## src/rtl/otter_pipe_pkg.sv

```systemverilog
// otter_pipe_pkg: shared NOP encoding, default reset PC and IF/ID record type for the OTTER pipeline
package otter_pipe_pkg;
    localparam logic [31:0] NOP_INSTR        = 32'h0000_0013;
    localparam logic [31:0] DEFAULT_RESET_PC = 32'h0000_0000;
    typedef struct packed {
        logic [31:0] pc;
        logic [31:0] instr;
        logic        valid;
    } if_id_t;
    localparam if_id_t IF_ID_BUBBLE = '{pc: 32'h0, instr: NOP_INSTR, valid: 1'b0};
endpackage

```

## src/rtl/fetch_skid_buffer.sv

```systemverilog
// fetch_skid_buffer: one-entry skid register (CLK, RST_N, flush, IF_ID_Write, f_vld, imem_data in; cur_instr out) keeping the in-flight word across IF/ID holds
module fetch_skid_buffer (
    input  logic        CLK,
    input  logic        RST_N,
    input  logic        flush,
    input  logic        IF_ID_Write,
    input  logic        f_vld,
    input  logic [31:0] imem_data,
    output logic [31:0] cur_instr
);
    logic [31:0] skid_instr;
    logic        skid_vld;
    assign cur_instr = skid_vld ? skid_instr : imem_data;
    always_ff @(posedge CLK or negedge RST_N) begin
        if (!RST_N) begin
            skid_instr <= '0;
            skid_vld   <= 1'b0;
        end else if (flush || IF_ID_Write) begin
            skid_vld <= 1'b0;
        end else if (f_vld && !skid_vld) begin
            skid_instr <= imem_data;
            skid_vld   <= 1'b1;
        end
    end
endmodule

```

## src/rtl/fetch_frontend.sv

```systemverilog
// fetch_frontend: PC, imem read control, IF/ID register and stall/flush counters (CLK, RST_N, PCWrite, IF_ID_Write, flush, target, imem_data in; imem_addr, imem_rden, IF_ID_*, stall_cycles, flush_count out)
module fetch_frontend
    import otter_pipe_pkg::*;
#(
    parameter logic [31:0] RESET_PC = DEFAULT_RESET_PC,
    parameter int          CNT_W    = 16
) (
    input  logic             CLK,
    input  logic             RST_N,
    input  logic             PCWrite,
    input  logic             IF_ID_Write,
    input  logic             flush,
    input  logic [31:0]      target,
    output logic [31:0]      imem_addr,
    output logic             imem_rden,
    input  logic [31:0]      imem_data,
    output logic [31:0]      IF_ID_PC,
    output logic [31:0]      IF_ID_INSTR,
    output logic             IF_ID_VALID,
    output logic [CNT_W-1:0] stall_cycles,
    output logic [CNT_W-1:0] flush_count
);
    logic [31:0] pc;
    logic [31:0] f_pc;
    logic        f_vld;
    logic [31:0] cur_instr;
    if_id_t      if_id;
    logic        advance;
    assign advance     = PCWrite && (IF_ID_Write || !f_vld) && !flush;
    assign imem_rden   = advance && RST_N;
    assign imem_addr   = pc;
    assign IF_ID_PC    = if_id.pc;
    assign IF_ID_INSTR = if_id.instr;
    assign IF_ID_VALID = if_id.valid;
    fetch_skid_buffer u_skid (
        .CLK        (CLK),
        .RST_N      (RST_N),
        .flush      (flush),
        .IF_ID_Write(IF_ID_Write),
        .f_vld      (f_vld),
        .imem_data  (imem_data),
        .cur_instr  (cur_instr)
    );
    always_ff @(posedge CLK or negedge RST_N) begin
        if (!RST_N) begin
            pc           <= RESET_PC;
            f_pc         <= '0;
            f_vld        <= 1'b0;
            if_id        <= IF_ID_BUBBLE;
            stall_cycles <= '0;
            flush_count  <= '0;
        end else if (flush) begin
            pc    <= target;
            f_vld <= 1'b0;
            if_id <= IF_ID_BUBBLE;
            if (flush_count != '1) flush_count <= flush_count + CNT_W'(1);
        end else begin
            if (IF_ID_Write) if_id <= '{pc: f_pc, instr: f_vld ? cur_instr : NOP_INSTR, valid: f_vld};
            else if (stall_cycles != '1) stall_cycles <= stall_cycles + CNT_W'(1);
            if (advance) begin
                pc    <= pc + 32'd4;
                f_pc  <= pc;
                f_vld <= 1'b1;
            end else begin
                f_vld <= f_vld && !IF_ID_Write;
            end
        end
    end
endmodule

```

## config.mk

```make
export PLATFORM = sky130hd
export DESIGN_NAME = fetch_frontend
export DESIGN_NICKNAME = d
export VERILOG_FILES = /design/src/rtl/otter_pipe_pkg.sv /design/src/rtl/fetch_skid_buffer.sv /design/src/rtl/fetch_frontend.sv
export SDC_FILE = /design/constraint.sdc
export NUM_CORES = 1
export LEC_CHECK = 0
export ABC_AREA = 1
export CORE_AREA = 2 2 169 171
export CTS_CLUSTER_SIZE = 28
export DETAILED_ROUTE_END_ITERATION = 7
export DIE_AREA = 0 0 171 173
export GPL_TIMING_DRIVEN = 0
export PLACE_DENSITY = 0.62
export RECOVER_POWER = 50
export SYNTH_ARGS = -nofsm -noshare
export SYNTH_HDL_FRONTEND = slang
export SYNTH_HIERARCHICAL = 1
export SYNTH_SLANG_ARGS = --single-unit
```

## constraint.sdc

```tcl
create_clock -name CLK -period 4.55 [get_ports CLK]
set_input_delay 0.91 -clock CLK [delete_from_list [all_inputs] [get_ports CLK]]
set_output_delay 0.91 -clock CLK [all_outputs]
set_load 0.02 [all_outputs]
```

==> metrics.yaml <==
hold_path:
  min_path_cells: 2
  hp-class: "register to register"
critical_path:
  cp-endpoint: "imem_rden"
  path_common_cell: "nand2_2"
  cpPeakStageDelay_ns: 0.69
  cp_max_fo: 10
  slowest_stage: "clkdlybuf4s50_1"
  crit_required_ns: 3.64
  startpoint: "IF_ID_Write"
  cp.arrival_ns: 3.11
  critPathKind: "input port to output port"
  path_cells: "dlygate4sd3_1, inv_1, nand2_2, nand2_2, inv_2, nand2_2, clkbuf_1, nor2_1, clkdlybuf4s50_1"
  regToRegSetupSlack_ns: 2.50
  reg2regPathDepth: 9
  rr_endpoint: "stall_cycles[2]$_DFFE_PN0P_"
  end_kind: "output port"
  worst_setup_path_start_kind: "input port"
  reg2reg_from: "stall_cycles[0]$_DFFE_PN0P_"
global_route:
  grt_pass1_vias: 8483
  grt_max_degree: 101
  grt_use_total: 0.196
  grt_pass1_wl_mm: 45.8
  overflow: 0
  antenna_found_initial: 0
pwr:
  total_leakage_power_uw: 0.00587
  peakVddDrop_v: 0.000248
  powerDensity_nw_per_um2: 383
placed_design:
  io_buffers: 198
  dp.cells: 1783
  routabilityCongestion: 0.895
  place_area_um2: 12000
  dp_hpwl_mm: 21.1
outcome:
  status: "complete, but fails checks"
  failed_checks: "max-capacitance violations, max-slew violations"
floorplan:
  die_h_um: 173
  coreArea_um2: 27600
  fp.dieW_um: 171
  ios: 199
  initial_core_util: 0.345
  dieArea_um2: 29600
  fp-row-count: 61
layout:
  instances_no_fill: 1815
  area_growth_pct: 31.3
  multi_input_area_um2: 3970
  nFillCells: 2778
  final_area_um2: 12500
  nNetsFinal: 1496
  fin_util: 0.453
  drive_gt1_frac: 0.0598
  seqCellArea_um2: 4880
  n_antenna_cell: 0
timing:
  max_freq_mhz: 249
  grt_setup_unrepaired: "no"
  timing_hold_violations_final: 0
  maxSlewViolCount: 98
  whs_ns: 0.475
  slew_headroom: -0.652
  fin_crit_ns: 4.02
  worstMarginPinSlew_ns: 2.48
  fin_crit_sh: 0.884
  finalSetupViolations: 0
  tns_ns: 0
  skew_ns: 0.0204
clocking:
  post_cts_buffers: 0
  path_clk_slew_ns: 0.08
  post_cts_resized: 0
  numCtsBuffers: 17
  htree_levels: 4
  hold_buffers: 0
  cts_buffer_depth: 2
  cts_tree: "done"
  clock_latency_ns: 0.44
  cts_root_buffer: "clkbuf_16"
  cts.sinks: 195
synthesis:
  ys_seq_area_frac: 0.512
  yosys_warnings: 6
  synth_area_um2: 9530
  synth_edf_count: 0
  syn_inst: 1206
  ys.flop_type: "dfrtp_1"
  synth_area_leader_cell: "dfrtp_1"
  synth.avg_cell_area_um2: 7.90
  synth_top_area_share: 0.504
  synth_area_leaders: "dfrtp_1 (50%), nand2_1 (19%), nand3_1 (4.1%)"
  ys_types: 42
  synth_nets: 1278
  async_flop_share: 1.00
  yosys_register_bits: 195
detailed_routing:
  drt_iter0_drc: 724
  drt_wl_total_mm: 28.4
  drc: 0
  drt-pass1-iter-count: 7
  vias: 8657
  routed-wl-met3_mm: 1.70
  met1Wirelength_mm: 13.1
  dr.max_layer_used: "met4"
  dr_wl_met2_mm: 13.2
  viasPerCell: 4.77
  ant_nets: 0
  routedWlPerCell_um: 15.7
flow_run:
  max_cap_viol_count: 1
==> synth_stat cells, types with 2 or more instances <==
cell and instances:
a21oi_1 19, a22o_1 29, a22oi_1 2, a31oi_1 2, buf_2 22, buf_4 7
buf_6 6, clkbuf_1 14, dfrtp_1 192, dfstp_2 3, ha_1 3, inv_1 84
inv_2 6, nand2_1 484, nand2_2 7, nand3_1 79, nand3_2 2, nand3b_1 3
nand4_1 6, nor2_1 94, nor2_2 2, nor2_4 4, nor2_8 2, nor3_1 12
o211ai_1 3, o21ai_0 71, o21ai_1 11, o21ai_2 2, o22a_1 3, o22ai_1 3
xnor2_1 9, xor2_1 10
==> through the flow <==
| step | worst slack (ns) | power, uW |
|---|---|---|
| 5_1_grt | 0.381 | 5070 |
| 2_1_floorplan | 1.90 | 2770 |
| 3_3_place_gp | -5.94 | 3300 |
| 6_report | 0.527 | 4790 |
| 4_1_cts | 0.410 | 4860 |
| 3_5_place_dp | 0.418 | 3330 |
==> routing by layer <==
metal	up-vias	global-route usage
met4	0	0.0445
met1	4095	0.271
met3	25	0.0396
met5	-	0
li1	4281	-
met2	256	0.315
==> power by group <==
part           switching [uW]  internal (uW)  total (uW)
Clock                     775            741        1520
Sequential                227           1970        2200
Combinational             621            456        1080
==> registers in the layout, summed over array words and instances, names as in the netlist <==
register	cells
u_skid/skid_instr	32
f_vld	1
IF_ID_PC	32
imem_addr	32
u_skid/skid_vld	1
IF_ID_INSTR	32
flush_count	16
f_pc	32
IF_ID_VALID	1
stall_cycles	16
==> cells in the final DEF (no fill, tap or decap), drive strengths merged <==
cell,instances
nand2,492
clkdlybuf4s50,195
dfrtp,192
nor2,102
inv,97
o21ai,84
nand3,81
clkbuf,42
a22o,29
buf,28
a21oi,19
nor3,14
xor2,10
xnor2,9
clkinv,7
nand4,6
dfstp,3
o22a,3
nand3b,3
o211ai,3
o22ai,3
ha,3
a22oi,2
a31oi,2
dlygate4sd3,2
and2,1
o21bai,1
a211oi,1
o311ai,1
clkinvlp,1
o21a,1
==> area by class of cell <==
type | instances | share of cell area
sequential | 195 | 0.390
tap | 378 | 0.0378
inverter | 90 | 0.0270
buffer | 51 | 0.0218
multi-input combinational | 870 | 0.317
clock inverter | 15 | 0.0134
timing repair buffer | 199 | 0.159
clock buffer | 17 | 0.0340
==> how the worst min path moves through the flow <==
stage | start | endpoint | slack (ns)
5_1_grt | u_skid/skid_instr[10]$_DFFE_PN0P_ | u_skid/skid_instr[10]$_DFFE_PN0P_ | 0.49
6_report | u_skid/skid_instr[29]$_DFFE_PN0P_ | u_skid/skid_instr[29]$_DFFE_PN0P_ | 0.47
3_3_place_gp | u_skid/skid_instr[17]$_DFFE_PN0P_ | u_skid/skid_instr[17]$_DFFE_PN0P_ | 0.45
3_5_place_dp | u_skid/skid_instr[6]$_DFFE_PN0P_ | u_skid/skid_instr[6]$_DFFE_PN0P_ | 0.46
2_1_floorplan | u_skid/skid_instr[30]$_DFFE_PN0P_ | u_skid/skid_instr[30]$_DFFE_PN0P_ | 0.44
4_1_cts | u_skid/skid_instr[5]$_DFFE_PN0P_ | u_skid/skid_instr[5]$_DFFE_PN0P_ | 0.48
==> worst max-delay path: cells and delay by family <==
kind                   cells  cell delay [ns]
buffers and inverters      5             1.75
AND/OR/NAND/NOR            4             0.44
==> cell families after synthesis <==
kind of cell / count (synthesis) / share of synthesized area
AND/OR/NAND/NOR: 699 / 0.303
flip-flops: 195 / 0.512
AO/OA/AOI/OAI: 149 / 0.0956
buffers and inverters: 141 / 0.0676
XOR/XNOR: 19 / 0.0175
adder cells (fa/ha/maj): 3 / 0.00394
(Power assumes the default switching activity.)
